## config.mk

```make
export PLATFORM = sky130hd
export DESIGN_NAME = ps2_key_scan
export DESIGN_NICKNAME = d
export VERILOG_FILES = /design/src/rtl/ps2_key_scan.sv
export SDC_FILE = /design/constraint.sdc
export NUM_CORES = 1
export LEC_CHECK = 0
export BUFFER_PORTS_ARGS = -buffer_cell sky130_fd_sc_hd__buf_2
export CORE_MARGIN = 1
export CORE_UTILIZATION = 63
export CTS_CLUSTER_SIZE = 25
export DETAILED_ROUTE_END_ITERATION = 12
export PLACE_DENSITY = 0.86
export RECOVER_POWER = 50
export SLEW_MARGIN = 20
export SYNTH_ARGS = -nofsm -noshare
export SYNTH_HDL_FRONTEND = slang
export SYNTH_SLANG_ARGS = --single-unit
```

## constraint.sdc

```tcl
create_clock -name clk -period 6.6 [get_ports clk]
set_input_delay 0.66 -clock clk [delete_from_list [all_inputs] [get_ports clk]]
set_output_delay 0.66 -clock clk [all_outputs]
set_load 0.01 [all_outputs]
```

## src/rtl/ps2_key_scan.sv

```systemverilog
// PS/2 scan-code set 2 receiver that presents the held key as ASCII on the RAM key-injection port.
// Optional SHIFT_CASE_EN: shift-aware letter case and shifted digit symbols.
module ps2_key_scan #(
  parameter logic [12:0] KEY_ADDR    = 13'h0310,
  parameter int          TIMEOUT_CYC = 50000
) (
  input  logic        clk,
  input  logic        rst,
  input  logic        ps2_clk,
  input  logic        ps2_data,
  output logic [12:0] key_ram_addr,
  output logic [31:0] key_ram_wdata,
  output logic        key_ram_wen,
  output logic [7:0]  scan_code
);

  localparam int WD_W = $clog2(TIMEOUT_CYC + 1);

  typedef enum logic { F_IDLE, F_RECV } frame_t;
  typedef enum logic [1:0] { D_NORM, D_BRK, D_EXT, D_EXT_BRK } dec_t;

  logic [2:0]      r_clk_sync;
  logic [1:0]      r_dat_sync;
  frame_t          r_fstate, w_fstate_nxt;
  dec_t            r_dstate, w_dstate_nxt;
  logic [3:0]      r_bit_cnt;
  logic [8:0]      r_shift;
  logic [WD_W-1:0] r_wdog;
  logic            r_byte_vld;
  logic [7:0]      r_byte;
  logic [7:0]      r_ascii;
  logic [7:0]      r_held;
  logic            r_wen;
  logic [7:0]      r_scan;
  logic            w_fall, w_dat, w_frame_ok, w_wdog_exp;
  logic            w_make, w_brk, w_mapped, w_repeat;
  logic [7:0]      w_base, w_ascii;

  // Extra stage on the clock sync gives the previous value for edge detection.
  always_ff @(posedge clk or posedge rst) begin
    if (rst) begin
      r_clk_sync <= 3'b111;
      r_dat_sync <= 2'b11;
    end else begin
      r_clk_sync <= {r_clk_sync[1:0], ps2_clk};
      r_dat_sync <= {r_dat_sync[0], ps2_data};
    end
  end

  assign w_fall     = r_clk_sync[2] & ~r_clk_sync[1];
  assign w_dat      = r_dat_sync[1];
  assign w_wdog_exp = (r_wdog == WD_W'(TIMEOUT_CYC - 1));

  always_ff @(posedge clk or posedge rst) begin
    if (rst) r_fstate <= F_IDLE;
    else     r_fstate <= w_fstate_nxt;
  end

  always_comb begin
    w_fstate_nxt = r_fstate;
    w_frame_ok   = 1'b0;
    case (r_fstate)
      F_IDLE: if (w_fall && !w_dat) w_fstate_nxt = F_RECV;
      F_RECV: begin
        if (w_fall) begin
          if (r_bit_cnt == 4'd9) begin
            w_fstate_nxt = F_IDLE;
            w_frame_ok   = (^r_shift) & w_dat;
          end
        end else if (w_wdog_exp) begin
          w_fstate_nxt = F_IDLE;
        end
      end
      default: w_fstate_nxt = F_IDLE;
    endcase
  end

  // Data bits and parity shift in LSB first; the stop bit is checked live.
  always_ff @(posedge clk or posedge rst) begin
    if (rst) begin
      r_bit_cnt  <= 4'd0;
      r_shift    <= 9'd0;
      r_wdog     <= '0;
      r_byte_vld <= 1'b0;
      r_byte     <= 8'd0;
    end else begin
      r_byte_vld <= w_frame_ok;
      if (w_frame_ok) r_byte <= r_shift[7:0];
      if (r_fstate == F_IDLE) begin
        r_bit_cnt <= 4'd0;
        r_wdog    <= '0;
      end else if (w_fall) begin
        r_wdog    <= '0;
        r_bit_cnt <= r_bit_cnt + 4'd1;
        if (r_bit_cnt < 4'd9) r_shift <= {w_dat, r_shift[8:1]};
      end else begin
        r_wdog <= r_wdog + WD_W'(1);
      end
    end
  end

  always_ff @(posedge clk or posedge rst) begin
    if (rst) r_dstate <= D_NORM;
    else     r_dstate <= w_dstate_nxt;
  end

  always_comb begin
    w_dstate_nxt = r_dstate;
    w_make       = 1'b0;
    w_brk        = 1'b0;
    if (r_byte_vld) begin
      case (r_dstate)
        D_NORM: begin
          if (r_byte == 8'hF0)      w_dstate_nxt = D_BRK;
          else if (r_byte == 8'hE0) w_dstate_nxt = D_EXT;
          else if (r_byte != 8'hE1 && r_byte != 8'hAA && r_byte != 8'hFA) w_make = 1'b1;
        end
        D_BRK: begin
          w_brk        = 1'b1;
          w_dstate_nxt = D_NORM;
        end
        D_EXT:     w_dstate_nxt = (r_byte == 8'hF0) ? D_EXT_BRK : D_NORM;
        D_EXT_BRK: w_dstate_nxt = D_NORM;
        default:   w_dstate_nxt = D_NORM;
      endcase
    end
  end

  // Unshifted set-2 map; zero means unmapped.
  function automatic logic [7:0] ascii_base(input logic [7:0] code);
    case (code)
      8'h1C: return 8'h41;  8'h32: return 8'h42;  8'h21: return 8'h43;  8'h23: return 8'h44;
      8'h24: return 8'h45;  8'h2B: return 8'h46;  8'h34: return 8'h47;  8'h33: return 8'h48;
      8'h43: return 8'h49;  8'h3B: return 8'h4A;  8'h42: return 8'h4B;  8'h4B: return 8'h4C;
      8'h3A: return 8'h4D;  8'h31: return 8'h4E;  8'h44: return 8'h4F;  8'h4D: return 8'h50;
      8'h15: return 8'h51;  8'h2D: return 8'h52;  8'h1B: return 8'h53;  8'h2C: return 8'h54;
      8'h3C: return 8'h55;  8'h2A: return 8'h56;  8'h1D: return 8'h57;  8'h22: return 8'h58;
      8'h35: return 8'h59;  8'h1A: return 8'h5A;
      8'h45: return 8'h30;  8'h16: return 8'h31;  8'h1E: return 8'h32;  8'h26: return 8'h33;
      8'h25: return 8'h34;  8'h2E: return 8'h35;  8'h36: return 8'h36;  8'h3D: return 8'h37;
      8'h3E: return 8'h38;  8'h46: return 8'h39;
      8'h29: return 8'h20;  8'h5A: return 8'h0D;  8'h66: return 8'h08;
      default: return 8'h00;
    endcase
  endfunction

  assign w_base = ascii_base(r_byte);

`ifdef SHIFT_CASE_EN
  logic r_shift_l, r_shift_r, w_shift_held;
  assign w_shift_held = r_shift_l | r_shift_r;

  always_ff @(posedge clk or posedge rst) begin
    if (rst) begin
      r_shift_l <= 1'b0;
      r_shift_r <= 1'b0;
    end else if (w_make || w_brk) begin
      if (r_byte == 8'h12) r_shift_l <= w_make;
      if (r_byte == 8'h59) r_shift_r <= w_make;
    end
  end

  always_comb begin
    w_ascii = w_base;
    if (w_base >= 8'h41 && w_base <= 8'h5A) begin
      if (!w_shift_held) w_ascii = w_base + 8'h20;
    end else if (w_shift_held) begin
      case (w_base)
        8'h30: w_ascii = 8'h29;  8'h31: w_ascii = 8'h21;  8'h32: w_ascii = 8'h40;
        8'h33: w_ascii = 8'h23;  8'h34: w_ascii = 8'h24;  8'h35: w_ascii = 8'h25;
        8'h36: w_ascii = 8'h5E;  8'h37: w_ascii = 8'h26;  8'h38: w_ascii = 8'h2A;
        8'h39: w_ascii = 8'h28;
        default: w_ascii = w_base;
      endcase
    end
  end
`else
  assign w_ascii = w_base;
`endif

  assign w_mapped = (w_ascii != 8'h00);
  assign w_repeat = r_wen && (r_byte == r_held);

  // A repeat make must not relatch, so a held key keeps the case it was pressed with.
  always_ff @(posedge clk or posedge rst) begin
    if (rst) begin
      r_ascii <= 8'd0;
      r_held  <= 8'd0;
      r_wen   <= 1'b0;
      r_scan  <= 8'd0;
    end else begin
      if (r_byte_vld) r_scan <= r_byte;
      if (w_make && w_mapped && !w_repeat) begin
        r_ascii <= w_ascii;
        r_held  <= r_byte;
        r_wen   <= 1'b1;
      end else if (w_brk && w_repeat) begin
        r_ascii <= 8'd0;
        r_wen   <= 1'b0;
      end
    end
  end

  assign key_ram_addr  = KEY_ADDR;
  assign key_ram_wdata = {24'h0, r_ascii};
  assign key_ram_wen   = r_wen;
  assign scan_code     = r_scan;

endmodule

```

Word level (Yosys, flattened, before mapping)
Memory sizes are Yosys's and may differ from the RTL's.
Cells that the tools add are included.

cells by class
  $add $sub $neg = 2
  order comparisons = 1
  equal/unequal tests = 13
  mux-type cells = 28
  bitwise gates (word level) = 4
  reduce and logical (&&, ||, !) cells = 16

operator list
  operator                 count
  $mux W16                 2
  $mux W8                  3
  $ne A8 B8 Y1 const B     3
  $add A16 B1 Y16 const B  1
  $eq A16 B16 Y1 const B   1
  $eq A8 B8 Y1 const B     2
  $mux W1                  16
  $reduce_xor A9 Y1        1
  $eq A8 B8 Y1             1
  $mux W4                  2
  $reduce_bool A8 Y1       1
  $logic_and A1 B1 Y1      7
  $mux W2                  3
  $pmux W2 S3              1
  $add A4 B1 Y4 const B    1
  $eq A2 B2 Y1 const B     2
  $eq A4 B4 Y1 const B     1
  $lt A4 B4 Y1 const B     1
  $ne A3 B3 Y1 const B     1
  $reduce_and A3 Y1        1
  $and A1 B1 Y1            2
  $eq A2 B1 Y1 const B     1
  $logic_not A1 Y1         2
  $logic_not A2 Y1         1
  6 further kinds          7

storage, ports and cells
  register bits = 71
  ROM bits = 896
  input bits = 4
  output and inout bits = 54
  logic and storage cells = 78
  memories kept = 1

memories
  memory            words  width  read ports  clocked after memory_dff  write ports  RTL line  source
  (name not given)  128    7      1           0                         0            131       case (code)

Depth between registers and ports, before layout
  depth after elaboration = 11
  gate-level depth with buffers = 12
  mapped depth without buffers = 9

Worst setup path after synthesis
Ideal clock, no wire load.

  kind = register -> register
  start = register r_byte[1]
  end = register r_held[0]
  library setup time = 125 ps
  arrival time = 2587 ps
  data required time = 6475 ps
  setup slack = 3888 ps
  stages on the path, launching flop included = 13
  buffers on the path = 3
  clock period less this slack = 2712 ps
  cell sequence = dfrtp_1 buf_2 inv_1 ha_1 clkbuf_1 nand2_1 a21boi_1 nor3_1 o31ai_2 nor4_4 a21boi_4 buf_6 mux2_4

on the way
  longest elaborated chain between the ends = 10
  elaborated cells on any way between the ends = 20
  those cells by class = eq/ne: 6; mux: 6; reduce/logical: 7; memory: 1

ends and longest elaborated chain
  item                                                     RTL line  source
  from (decl)                                              30        logic [7:0] r_byte;
  from (signal assigned)                                   88        if (w_frame_ok) r_byte <= r_shift[7:0];
  branches (longest 9 deep; another with $mem_v2 Z128 W7)  n/a
  $logic_and A1 B1 Y1 (*)                                  193       if (w_make && w_mapped && !w_repeat) begin
  to (signal assigned)                                     195       r_held <= r_byte;
  to (decl)                                                32        logic [7:0] r_held;

Mark *: on every way between the ends.
A chain may end at the register's enable or synchronous reset.

==> flow_summary.yaml <==
power:
  power_frac_seq_pct: 44.8
  power_density_nw_per_um2: 295
  power.total_w: 0.00131
  vdd_drop_max_uv: 252
  p_clk_share_pct: 29.6
  pwr-share-comb_pct: 25.7
  p_leak_nw: 2.08
  switching_power_w: 0.000437
  switching_share_pct: 33.5
  p_int_w: 0.000868
place:
  hpwl_um: 5710
  dp_cells: 515
  globalplace.congestion: 0.900
  portBuffers: 19
sta:
  slew_viol_final: 71
  fmax_ghz: 0.270
  slew_headroom_pct: -139
  max_slew.worst_pin.slew_ns: 3.59
  fin_skew_ns: 0.00932
  rsz0062_at_grt: "no"
  tns_ns: 0
  setup-violations-final: 0
  final-hold-violation-count: 0
  fin_crit_sh_pct: 56.2
  period_needed_ns: 3.71
global_route:
  grt_max_degree: 71
  grt_pass1_wl_um: 14200
  grt_pass1_vias: 2949
  grt.overflow.total: 0
  antenna_found_initial: 0
  track_usage_pct: 25.4
setup_path:
  crit_path_end_kind: "async pin"
  path_class: "in2async"
  critical_path.slowest_cell: "clkbuf_1"
  worstPathCellList: "buf_2 > inv_1 > clkbuf_1"
  cp.arrival_ns: 3.35
  critPathLaunchType: "input pin"
  required_ns: 6.24
  timing.rr.start: "r_byte[1]"
  cp_max_fo: 70
  cp_num_buf_inv: 3
  worstSetupStartpoint: "rst"
  critical-path-max-stage-delay_ns: 2.50
  critical-path-top-delay-family: "buffers and inverters"
die:
  core_area_um2: 6460
  io_pins: 58
  dieArea_um2: 7150
  initial_utilization_pct: 66.5
  die_h_um: 84.6
  fp-row-count: 29
  chipWidth_um: 84.6
detailed_routing:
  ant_nets: 0
  finalWirelength_um: 8480
  vias_per_cell: 5.73
  drtIter0Drc: 343
  drc: 0
  wire_per_inst_um: 16.0
  dr_total_vias: 3040
  firstDrtPassIters: 7
cts:
  clock_path_buffers: 2
  cts_tree: "done"
  cts-buffers-inserted: 9
  clkSinkCount: 70
  clk_pin_slew_worst_paths_ns: 0.07
  ctsResizeCount: 0
  htree_num_levels: 3
  clk_latency_ns: 0.35
  postCtsSetupBuffers: 0
  ctsHoldBuffers: 0
  clockRootBuffer: "clkbuf_8"
yosys:
  synth_edf_count: 0
  yosys_register_bits: 70
  syn_area_per_cell_um2: 9.70
  synth-seq-area-share_pct: 40.9
  synth_area_um2: 4300
  synthArstFlopShare_pct: 100
  synth_area_leaders: "dfrtp_1 38%, mux2_2 7.6%, buf_4 7.3%, xnor2_1 4.1%, nand2_1 3.9%"
  netlist_instances: 443
  synth_largest_area_cell: "dfrtp_1"
  ys_warn_count: 0
  yosysUniqueCellTypes: 56
  synth_top_area_share_pct: 37.9
  synth-main-ff-cell: "dfrtp_1"
finish:
  nFillCells: 472
  syn_to_final_growth_pct: 2.91
  drive_gt1_share_pct: 18.5
  layout.cells.non_filler: 531
  nets: 464
  n_antenna_cell: 0
run:
  cap_violations: 1
hold_path:
  worstHoldStart: "r_dat_sync[0]"
  hold_path_class: "reg2reg"
run_status:
  violations: "capacitance limit, slew limit"
  status: "complete, but fails checks"
[power by group through the flow]
stage          Sequential, W  Clock (W)  Combinational [W]
2_1_floorplan       0.000542          0           0.000332
3_3_place_gp        0.000585          0           0.000325
3_5_place_dp        0.000590          0           0.000333
4_1_cts             0.000583   0.000389           0.000336
5_1_grt             0.000595   0.000407           0.000371
6_report            0.000585   0.000386           0.000335
[cell type report]
class | instances | area, um2 | share of cell area (%)
clock inverters | 7 | 96.3 | 2.18
repair buffers | 21 | 106 | 2.41
well taps | 77 | 96.3 | 2.18
multi-input cells | 337 | 2200 | 49.8
inverters | 10 | 37.5 | 0.849
clock buffers | 9 | 124 | 2.80
flip-flops and latches | 70 | 1760 | 39.8
[path summary, 6_finish.rpt]
check	slack (ns)	cells after the start	endpoint
setup / recovery	2.89	3	scan_code[6]
hold / removal	0.36	0	r_dat_sync[1]
setup reg to reg	3.26	9	r_held[3]
hold reg to reg	0.36	0	r_dat_sync[1]
max in group clk	3.26	9	r_held[3]
min in group asynchronous	1.67	3	r_shift[0]
[per-layer routing]
layer / share of wire, % / routed length, um / global-route usage, % / vias to the layer above
met4: 1.5 / 128 / 11.1 / 0
met3: 5.1 / 434 / 4.72 / 14
met1: 46 / 3860 / 34.1 / 1460
li1: - / - / - / 1455
met5: 0 / 0 / 0 / -
met2: 48 / 4060 / 40.5 / 111
[stage by stage]
stage	setup WS (ns)	utilization [%]	hold WS, ns	area [um2]
3_5_place_dp	3.32	65.1	0.347	4210
2_1_floorplan	3.89	-	0.345	4430
5_1_grt	2.07	68.5	0.360	4420
3_3_place_gp	3.44	65.1	0.345	4210
6_report	2.89	68.5	0.358	4420
4_1_cts	3.30	68.5	0.359	4430
[cell families (layout without fill, tap and decap cells)]
| kind of cell | after synthesis | in the layout | synth area share (%) |
|---|---|---|---|
| buffers and inverters | 72 | 47 | 10.9 |
| DFF | 70 | 70 | 40.9 |
| and+or+nand+nor | 155 | 155 | 18.8 |
| adders and majority gates | 11 | 11 | 3.20 |
| AOI/OAI and AO/OA | 64 | 64 | 9.76 |
| other | 2 | 38 | 0.175 |
| muxes | 37 | 37 | 9.73 |
| xor gates and xnor gates | 32 | 32 | 6.52 |
[cell usage after synthesis, drive strengths merged, types with 2 or more instances]
| master | count |
|---|---|
| dfrtp | 65 |
| buf | 56 |
| nand2 | 45 |
| mux2 | 32 |
| nor2 | 31 |
| a21oi | 21 |
| nand3 | 20 |
| xnor2 | 20 |
| o21ai | 19 |
| nand2b | 12 |
| xor2 | 12 |
| ha | 11 |
| inv | 10 |
| nor3 | 10 |
| nand4 | 7 |
| and3 | 6 |
| clkbuf | 6 |
| a21boi | 5 |
| dfstp | 5 |
| mux2i | 5 |
| and2 | 4 |
| nor2b | 4 |
| nor3b | 4 |
| nor4 | 3 |
| o311ai | 3 |
| o31ai | 3 |
| or3 | 3 |
| a211oi | 2 |
| a21o | 2 |
| a22o | 2 |
| a31oi | 2 |
| conb | 2 |
| o211ai | 2 |
[flip-flops by register name, indices dropped and copies added, names as in the netlist]
register / count
r_held: 8
r_bit_cnt: 4
key_ram_wen: 1
r_dstate: 2
r_wdog: 16
r_byte: 8
r_fstate: 1
r_ascii: 7
r_dat_sync: 2
r_byte_vld: 1
r_shift: 9
scan_code: 8
r_clk_sync: 3
[placed cells by master (no fill, tap or decap), types with 3 or more instances in the layout]
| cell | instances |
|---|---|
| dfrtp_1 | 65 |
| and3_1 | 6 |
| nor2_1 | 31 |
| o21ai_0 | 16 |
| nand2b_1 | 12 |
| a21boi_0 | 3 |
| buf_2 | 19 |
| ha_1 | 11 |
| clkbuf_8 | 9 |
| conb_1 | 38 |
| a21oi_1 | 21 |
| nor3_1 | 10 |
| xor2_1 | 12 |
| dfstp_2 | 4 |
| mux2i_1 | 5 |
| and2_1 | 4 |
| xnor2_1 | 20 |
| or3_1 | 3 |
| nand2_1 | 45 |
| o21ai_1 | 3 |
| nor2b_1 | 3 |
| inv_1 | 8 |
| mux2_2 | 29 |
| nand4_1 | 7 |
| nand3_1 | 20 |
(Power assumes the default switching activity.)
